## src/rtl/hdr_pkg.sv

```systemverilog
// Shared types for the HDR exposure-pair sequencer: FSM states, error causes,
// per-beat control flags and the beat classification rule.
package hdr_pkg;

  typedef enum logic [1:0] {
    ST_IDLE,
    ST_HUNT,
    ST_STREAM,
    ST_ABORT
  } seq_state_e;

  typedef enum logic [2:0] {
    ERR_NONE,
    ERR_SOP_IN_FRAME,
    ERR_EOP_SKEW,
    ERR_EOP_EARLY,
    ERR_EOP_MISSING
  } err_cause_e;

  typedef struct packed {
    logic sop;
    logic eop;
    logic done;
    logic err;
  } beat_ctl_t;

  // Classify one paired beat; at_last means this beat is the frame's final index.
  function automatic err_cause_e classify_beat(
    input logic in_frame,
    input logic sop0,
    input logic sop1,
    input logic eop0,
    input logic eop1,
    input logic at_last
  );
    if (in_frame && (sop0 || sop1)) return ERR_SOP_IN_FRAME;
    if (eop0 != eop1)               return ERR_EOP_SKEW;
    if (eop0 && !at_last)           return ERR_EOP_EARLY;
    if (!eop0 && at_last)           return ERR_EOP_MISSING;
    return ERR_NONE;
  endfunction

endpackage

```

## src/rtl/hdr_pair_out_reg.sv

```systemverilog
// Registered output stage: presents each paired transfer one cycle later,
// with frame_done/frame_err pulses aligned to the beat.
module hdr_pair_out_reg
  import hdr_pkg::*;
#(
  parameter int unsigned DATA_WIDTH = 32
) (
  input  logic                  clk,
  input  logic                  reset_n,
  input  logic                  xfer_i,
  input  beat_ctl_t             ctl_i,
  input  logic [DATA_WIDTH-1:0] data0_i,
  input  logic [DATA_WIDTH-1:0] data1_i,
  output logic                  valid_o,
  output logic                  sop_o,
  output logic                  eop_o,
  output logic [DATA_WIDTH-1:0] data0_o,
  output logic [DATA_WIDTH-1:0] data1_o,
  output logic                  done_o,
  output logic                  err_o
);

  logic                  r_valid;
  beat_ctl_t             r_ctl;
  logic [DATA_WIDTH-1:0] r_data0;
  logic [DATA_WIDTH-1:0] r_data1;

  always_ff @(posedge clk or negedge reset_n) begin
    if (!reset_n) begin
      r_valid <= 1'b0;
      r_ctl   <= '0;
      r_data0 <= '0;
      r_data1 <= '0;
    end else begin
      r_valid <= xfer_i;
      r_ctl   <= xfer_i ? ctl_i : '0;
      if (xfer_i) begin
        r_data0 <= data0_i;
        r_data1 <= data1_i;
      end
    end
  end

  assign valid_o = r_valid;
  assign sop_o   = r_ctl.sop;
  assign eop_o   = r_ctl.eop;
  assign done_o  = r_ctl.done;
  assign err_o   = r_ctl.err;
  assign data0_o = r_data0;
  assign data1_o = r_data1;

endmodule

```

## src/rtl/hdr_pair_sequencer.sv

```systemverilog
// Aligns two exposure streams frame-by-frame into lock-step beat pairs for the
// HDR merge, dropping pre-SOP debris and aborting frames with broken framing.
module hdr_pair_sequencer
  import hdr_pkg::*;
#(
  parameter int unsigned DATA_WIDTH   = 32,
  parameter int unsigned FRAME_PIXELS = 2073600
) (
  input  logic                  clk,
  input  logic                  reset_n,
  input  logic                  enable_i,
  input  logic                  err_clr_i,
  input  logic                  asi_snk_0_valid_i,
  input  logic                  asi_snk_0_startofpacket_i,
  input  logic                  asi_snk_0_endofpacket_i,
  input  logic [DATA_WIDTH-1:0] asi_snk_0_data_i,
  output logic                  asi_snk_0_ready_o,
  input  logic                  asi_snk_1_valid_i,
  input  logic                  asi_snk_1_startofpacket_i,
  input  logic                  asi_snk_1_endofpacket_i,
  input  logic [DATA_WIDTH-1:0] asi_snk_1_data_i,
  output logic                  asi_snk_1_ready_o,
  output logic                  aso_src_valid_o,
  output logic                  aso_src_startofpacket_o,
  output logic                  aso_src_endofpacket_o,
  output logic [DATA_WIDTH-1:0] aso_src_data0_o,
  output logic [DATA_WIDTH-1:0] aso_src_data1_o,
  output logic                  frame_done_o,
  output logic                  frame_err_o,
  output logic                  err_sticky_o
);

  localparam int unsigned      CNT_W    = $clog2(FRAME_PIXELS);
  localparam logic [CNT_W-1:0] LAST_IDX = CNT_W'(FRAME_PIXELS - 1);

  seq_state_e       r_state;
  seq_state_e       w_state_nxt;
  logic [CNT_W-1:0] r_cnt;
  logic [CNT_W-1:0] w_cnt_nxt;
  logic [CNT_W-1:0] w_idx;
  logic             r_err_sticky;
  logic             w_rdy0;
  logic             w_rdy1;
  logic             w_xfer;
  logic             w_both_sop;
  logic             w_both_valid;
  logic             w_at_last;
  err_cause_e       w_cause;
  beat_ctl_t        w_ctl;

  assign w_both_valid = asi_snk_0_valid_i & asi_snk_1_valid_i;
  assign w_both_sop   = w_both_valid & asi_snk_0_startofpacket_i & asi_snk_1_startofpacket_i;
  // The SOP pair taken in HUNT is beat 0; in STREAM the counter is the beat index.
  assign w_idx        = (r_state == ST_STREAM) ? r_cnt : '0;
  assign w_at_last    = (w_idx == LAST_IDX);
  assign w_cause      = classify_beat(r_state == ST_STREAM,
                                      asi_snk_0_startofpacket_i, asi_snk_1_startofpacket_i,
                                      asi_snk_0_endofpacket_i, asi_snk_1_endofpacket_i,
                                      w_at_last);

  // Next-state, ready and per-beat control decode.
  always_comb begin
    w_state_nxt = r_state;
    w_cnt_nxt   = r_cnt;
    w_rdy0      = 1'b0;
    w_rdy1      = 1'b0;
    w_xfer      = 1'b0;
    w_ctl       = '0;
    case (r_state)
      ST_IDLE: begin
        if (enable_i) w_state_nxt = ST_HUNT;
      end
      ST_HUNT: begin
        if (!enable_i) begin
          w_state_nxt = ST_IDLE;
        end else if (w_both_sop) begin
          w_rdy0 = 1'b1;
          w_rdy1 = 1'b1;
          w_xfer = 1'b1;
        end else begin
          w_rdy0 = asi_snk_0_valid_i & ~asi_snk_0_startofpacket_i;
          w_rdy1 = asi_snk_1_valid_i & ~asi_snk_1_startofpacket_i;
        end
      end
      ST_STREAM: begin
        w_rdy0 = w_both_valid;
        w_rdy1 = w_both_valid;
        w_xfer = w_both_valid;
      end
      ST_ABORT: begin
        w_state_nxt = ST_HUNT;
      end
      default: w_state_nxt = ST_IDLE;
    endcase

    if (w_xfer) begin
      w_ctl.sop = (r_state == ST_HUNT);
      if (w_cause != ERR_NONE) begin
        w_ctl.eop   = 1'b1;
        w_ctl.err   = 1'b1;
        w_cnt_nxt   = '0;
        w_state_nxt = ST_ABORT;
      end else if (w_at_last) begin
        w_ctl.eop   = 1'b1;
        w_ctl.done  = 1'b1;
        w_cnt_nxt   = '0;
        w_state_nxt = enable_i ? ST_HUNT : ST_IDLE;
      end else begin
        w_cnt_nxt   = w_idx + CNT_W'(1);
        w_state_nxt = ST_STREAM;
      end
    end
  end

  always_ff @(posedge clk or negedge reset_n) begin
    if (!reset_n) begin
      r_state      <= ST_IDLE;
      r_cnt        <= '0;
      r_err_sticky <= 1'b0;
    end else begin
      r_state <= w_state_nxt;
      r_cnt   <= w_cnt_nxt;
      // A new error in the same cycle as a clear wins.
      if (w_ctl.err)      r_err_sticky <= 1'b1;
      else if (err_clr_i) r_err_sticky <= 1'b0;
    end
  end

  assign asi_snk_0_ready_o = w_rdy0;
  assign asi_snk_1_ready_o = w_rdy1;
  assign err_sticky_o      = r_err_sticky;

  hdr_pair_out_reg #(
    .DATA_WIDTH(DATA_WIDTH)
  ) u_out_reg (
    .clk     (clk),
    .reset_n (reset_n),
    .xfer_i  (w_xfer),
    .ctl_i   (w_ctl),
    .data0_i (asi_snk_0_data_i),
    .data1_i (asi_snk_1_data_i),
    .valid_o (aso_src_valid_o),
    .sop_o   (aso_src_startofpacket_o),
    .eop_o   (aso_src_endofpacket_o),
    .data0_o (aso_src_data0_o),
    .data1_o (aso_src_data1_o),
    .done_o  (frame_done_o),
    .err_o   (frame_err_o)
  );

endmodule

```

## config.mk

```make
export PLATFORM = sky130hd
export DESIGN_NAME = hdr_pair_sequencer
export DESIGN_NICKNAME = d
export VERILOG_FILES = /design/src/rtl/hdr_pkg.sv /design/src/rtl/hdr_pair_out_reg.sv /design/src/rtl/hdr_pair_sequencer.sv
export SDC_FILE = /design/constraint.sdc
export NUM_CORES = 1
export LEC_CHECK = 0
export CAP_MARGIN = 10
export CORE_MARGIN = 3
export CORE_UTILIZATION = 45
export CTS_CLUSTER_DIAMETER = 80
export DETAILED_ROUTE_END_ITERATION = 10
export HOLD_SLACK_MARGIN = 0.15
export PLACE_DENSITY = 0.8
export SYNTH_ARGS = -nofsm -noshare
export SYNTH_HDL_FRONTEND = slang
export SYNTH_SLANG_ARGS = --single-unit
```

## constraint.sdc

```tcl
create_clock -name clk -period 2.75 [get_ports clk]
set_input_delay 0.275 -clock clk [delete_from_list [all_inputs] [get_ports clk]]
set_output_delay 0.275 -clock clk [all_outputs]
set_load 0.01 [all_outputs]
```

Word-level counts from Yosys, hierarchy flattened
Index checks and enable logic that the tools add are counted.

Equality and inequality tests: 7. Reductions and logical operators: 11. Add/subtract/negate cells: 1. Bitwise gates (word level): 7. Multiplexer cells: 45.

Operators by type and width (count): $mux 21 (3); $mux 3 (8); $mux 1 (22); $add 21x1->21 const B (1); $eq 21x21->1 const B (1); $mux 2 (6); $mux 4 (2); $ne 3x2->1 const B (2); $pmux 1 s2 (3); $pmux 2 s3 (1); $and 1x1->1 (5); $eq 2x2->1 const B (2); $reduce_bool 4->1 (1); $logic_and 1x1->1 (3); $reduce_and 3->1 (1); $reduce_bool 3->1 (1); $eq 2x1->1 const B (1); $logic_not 1->1 (2); $logic_not 2->1 (1); $not 1->1 (2); $reduce_bool 2->1 (1); $logic_or 1x1->1 (1); $ne 1x1->1 (1).

Input bits: 74. Register bits: 93. Word-level logic and storage cells: 81. Output and inout bits: 72.

Longest topological paths before layout
Depth after elaboration: 19. Gate-level depth with buffers: 11. Mapped depth without buffers: 9.

By module
A second synthesis with hierarchy kept.

Cell total of the unflattened synthesis: 341. Area, all modules: 4327.9 µm².

By module, submodules not included: hdr_pair_out_reg (cells each 145, times used 1, sequential area each 1726.7 µm², area an instance 2597.5 µm²); hdr_pair_sequencer (cells each 196, times used 1, sequential area each 600.6 µm², area an instance 1730.4 µm²).

Worst setup path after synthesis
Ideal clock, no wire load.

Kind: register -> register. From: register r_state[0]. To: register r_cnt[7]. Clock period less this slack: 2.388 ns. Cell stages (with the launch flop): 12. Data arrival time: 2.267 ns. Buffers on the path: 2. Setup time: 0.121 ns. Data required time: 2.629 ns. Slack: 0.362 ns. Path through: dfrtp_1 inv_1 ha_1 buf_2 and2_1 ha_1 nand2_1 nor4_4 a21o_2 buf_6 o21ai_1 a22o_1.

Cells in the longest elaborated chain, start to end: 14. Elaborated cells on any way between the ends: 27. Classes of those cells: add/sub: 1; eq/ne: 3; mux: 18; reduce/logical: 5.

Ends and longest elaborated chain: start, declared (RTL line hdr_pair_sequencer.sv:36) `seq_state_e r_state;`; start signal, assigned (RTL line hdr_pair_sequencer.sv:121) `r_state <= w_state_nxt;`; $eq 2x2->1 (RTL line hdr_pair_sequencer.sv:54, hdr_pair_sequencer.sv:56, hdr_pair_sequencer.sv:69); $mux 21 (RTL line hdr_pair_sequencer.sv:54) `assign w_idx = (r_state == ST_STREAM) ? r_cnt : '0;`; $eq 21x21->1 (RTL line hdr_pair_sequencer.sv:55) `assign w_at_last = (w_idx == LAST_IDX);`; $logic_and 1x1->1 (RTL line hdr_pkg.sv:39) `if (!eop0 && at_last) return ERR_EOP_MISSING;`; $mux 1 (2 in series) (RTL line hdr_pkg.sv:39); $mux 1 (RTL line hdr_pkg.sv:38) `if (eop0 && !at_last) return ERR_EOP_EARLY;`; $mux 1 (RTL line hdr_pkg.sv:37) `if (eop0 != eop1) return ERR_EOP_SKEW;`; $mux 3 (RTL line hdr_pkg.sv:40) `return ERR_NONE;`; $mux 3 (RTL line hdr_pkg.sv:39); $mux 3 (RTL line hdr_pkg.sv:38); $mux 3 (RTL line hdr_pkg.sv:37); $reduce_bool 3->1 (RTL line hdr_pair_sequencer.sv:98) `if (w_cause != ERR_NONE) begin`; $mux 21 (RTL line hdr_pair_sequencer.sv:98); end signal, assigned (RTL line hdr_pair_sequencer.sv:122) `r_cnt <= w_cnt_nxt;`; end, declared (RTL line hdr_pair_sequencer.sv:38) `logic [CNT_W-1:0] r_cnt;`.

Parallel ways exist; a longest one is shown, timed or not. The select of a mux whose other input is x is not followed. A chain may end at the register's enable or synchronous reset.

Worst setup path after layout
From: register r_state[0]. To: register r_cnt[17].

The elaborated chain is that of the path after synthesis.

==> metrics <==
status=finished clean; worst r2r src=r_state[0]$_DFFE_PN0P_; non-filler instance count after layout=726; synth-to-layout area growth=42.9%; R2R Setup Slk=0.23 ns; Placed Area=5730 µm²; diode count=0; Syn Nets=547; crit start category=flip-flop; std cell rows=34; Synth area leader=dfrtp_1; hold crit path type=in2reg; Crit path required time=3.02 ns; Hold Path Origin=asi_snk_0_data_i[2]; gr usage total=0.215; Max Clock Freq=0.396 GHz; DR vias=3748; Die X=102 µm; Cells after DPL=710; synthesis warning total=0; Critical R2R Capture=r_cnt[17]$_DFFE_PN0P_; WHS Endpoint=u_out_reg.data0_o[2]$_DFFE_PN0P_; CTS sink cnt=93; Nets=692; final instance area=5920 µm²; slew margin rel.=0.607; CORE AREA=8850 µm²; drt pass-1 iters=5; CP startpoint=r_state[0]$_DFFE_PN0P_; most frequent cells in the layout=217 x nand2_1, 144 x clkdlybuf4s50_1, 93 x dfrtp_1, 16 x o21ai_0, 16 x nor2_1; maximum fanout along the worst path=7; Post-Place Worst Slack=0.184 ns; DP HPWL=7.61 mm; total power=4.93 mW; hold depth=3; RSZ-0062 raised after global routing=no; Final Hold Vio Count=0; Static Leak=2.86 nW; Final period util=0.918; mapped cell area=4140 µm²; final antenna-violating net count=0; share of post-route cells with drive strength above 1=0.0599; Max Cap Violations=0; GP Congestion=0.824; max-slew violation count=0; Mapped Avg Cell Area=8.83 µm²; PD cells=833 nW/µm²; # DRC=0; critical path arrival=2.80 ns; Ports=146; first-pass GRT wire length=17.8 mm; DR vias/cell=5.16; fin worst setup slack=0.225 ns; Setup Skew=0.0161 ns; Yosys top cell area share=0.562; Port Buffers=145; postcts setup bufs=0; vias in the first global route=3868; hold slack=0.446 ns; gr ovfl total=0; CTS tree=built; CTS root buf=clkbuf_8; fin util=0.669; antenna violations before repair=0; CTS buffer count=9; Worst setup EP type=flip-flop; worst-skew pair later-pin latency=0.35 ns; worst-margin pin slew=0.590 ns; final wirelength=10.7 mm; drt first-iter violations=203; height of the chip=102 µm; largest net degree at the start of global routing=60; R2R depth=10; H-Tree Depth=3; DIE AREA=10400 µm²; initial core utilization=0.468; register area share after synthesis=0.562; Fin Setup TNS=0 ns; synthesized flop and latch total=93; clk slew on worst S/H paths=0.09 ns; top cells by area, synth=dfrtp_1 56%, nand2_1 20%, o21ai_0 1.9%, nor2_1 1.5%, nand3_1 1.3%; critical path type=reg2reg; Wirelength per Cell=14.7 µm; Final min period=2.52 ns; clk buf depth=2; Netlist cell types=47; commonest non-fill, non-tap cell in the layout=nand2_1; Mapped Cells=469; maximum vdd drop=0.424 mV; Final setup viols=0
## metal layers
layer,vias to the layer above,track usage,part of all wire
met3,20,0.0567,0.080
met1,1771,0.262,0.40
li1,1817,-,-
met2,140,0.361,0.50
met5,-,0,0
met4,0,0.0959,0.019
## worst max-delay path, stage by stage (launching register included)
cell and delay (ns):
dfrtp_1 0.41, inv_1 0.09, ha_1 0.23, and2_1 0.18, ha_1 0.24, nand2_1 0.26
nor4_4 0.09, buf_4 0.17, a21o_2 0.25, or3_1 0.39, o2bb2ai_1 0.15
## synth_stat cells (all sizes together)
master     n
xor2       1
ha         4
a31oi      1
mux2i      4
a22oi      2
nand2    217
nand4b     1
a32oi      1
a22o       5
nand4      6
and2       5
a32o       1
o2bb2ai    4
nor4       3
a41o       1
inv       12
o31ai      1
a21oi      9
or4        2
o21ai     20
nor3b      2
nor3      11
nor2      16
buf       14
and3       3
and3b      1
a211oi     1
or4b       1
or3        2
a21o       4
and4       2
dfrtp     93
clkbuf     7
o22ai      1
nand3     11
## area by class of cell
cell class / instances / area, µm²
fillers: 719 / 2930
well taps: 108 / 135
clock inverters: 4 / 25.0
inverters: 12 / 45.0
multi-input cells: 343 / 1680
repair buffers: 155 / 1560
flip-flops and latches: 93 / 2330
clock buffers: 11 / 141
## cell families (layout without fill, tap and decap cells)
| group | after synthesis | in the layout | share of synthesized area |
|---|---|---|---|
| simple gates | 283 | 283 | 0.297 |
| flops | 93 | 93 | 0.562 |
| compound gates | 51 | 51 | 0.0813 |
| buf+inv | 33 | 182 | 0.0357 |
| fa+ha+maj | 4 | 4 | 0.0121 |
| mux | 4 | 4 | 0.00967 |
| xor+xnor | 1 | 1 | 0.00212 |
## report_power, final
part	total [mW]	internal, mW	switching [mW]
clock	0.803	0.346	0.457
sequential	2.17	1.87	0.298
combinational	1.96	1.12	0.839
## flip-flops by register name, indices dropped and copies added (netlist names)
register           cells
u_out_reg.eop_o        1
u_out_reg.data0_o     32
u_out_reg.data1_o     32
u_out_reg.sop_o        1
err_sticky_o           1
u_out_reg.valid_o      1
u_out_reg.err_o        1
u_out_reg.done_o       1
r_state                2
r_cnt                 21
## repair_timing
item	in CTS	in global routing
setup endpoints to repair	0	1
hold endpoints to repair	44	0
gates resized for setup	0	2
hold buffers	1	0
## worst max-delay path by stage
stage | end | slack [ns] | cells past startpoint
6_report | r_cnt[17]$_DFFE_PN0P_ | 0.23 | 10
5_1_grt | r_cnt[13]$_DFFE_PN0P_ | 0.06 | 10
4_1_cts | r_cnt[18]$_DFFE_PN0P_ | 0.16 | 10
3_5_place_dp | r_cnt[18]$_DFFE_PN0P_ | 0.18 | 10
3_3_place_gp | r_cnt[18]$_DFFE_PN0P_ | 0.31 | 10
2_1_floorplan | r_cnt[7]$_DFFE_PN0P_ | 0.36 | 11
No activity file was read; power rests on OpenSTA's default activity.
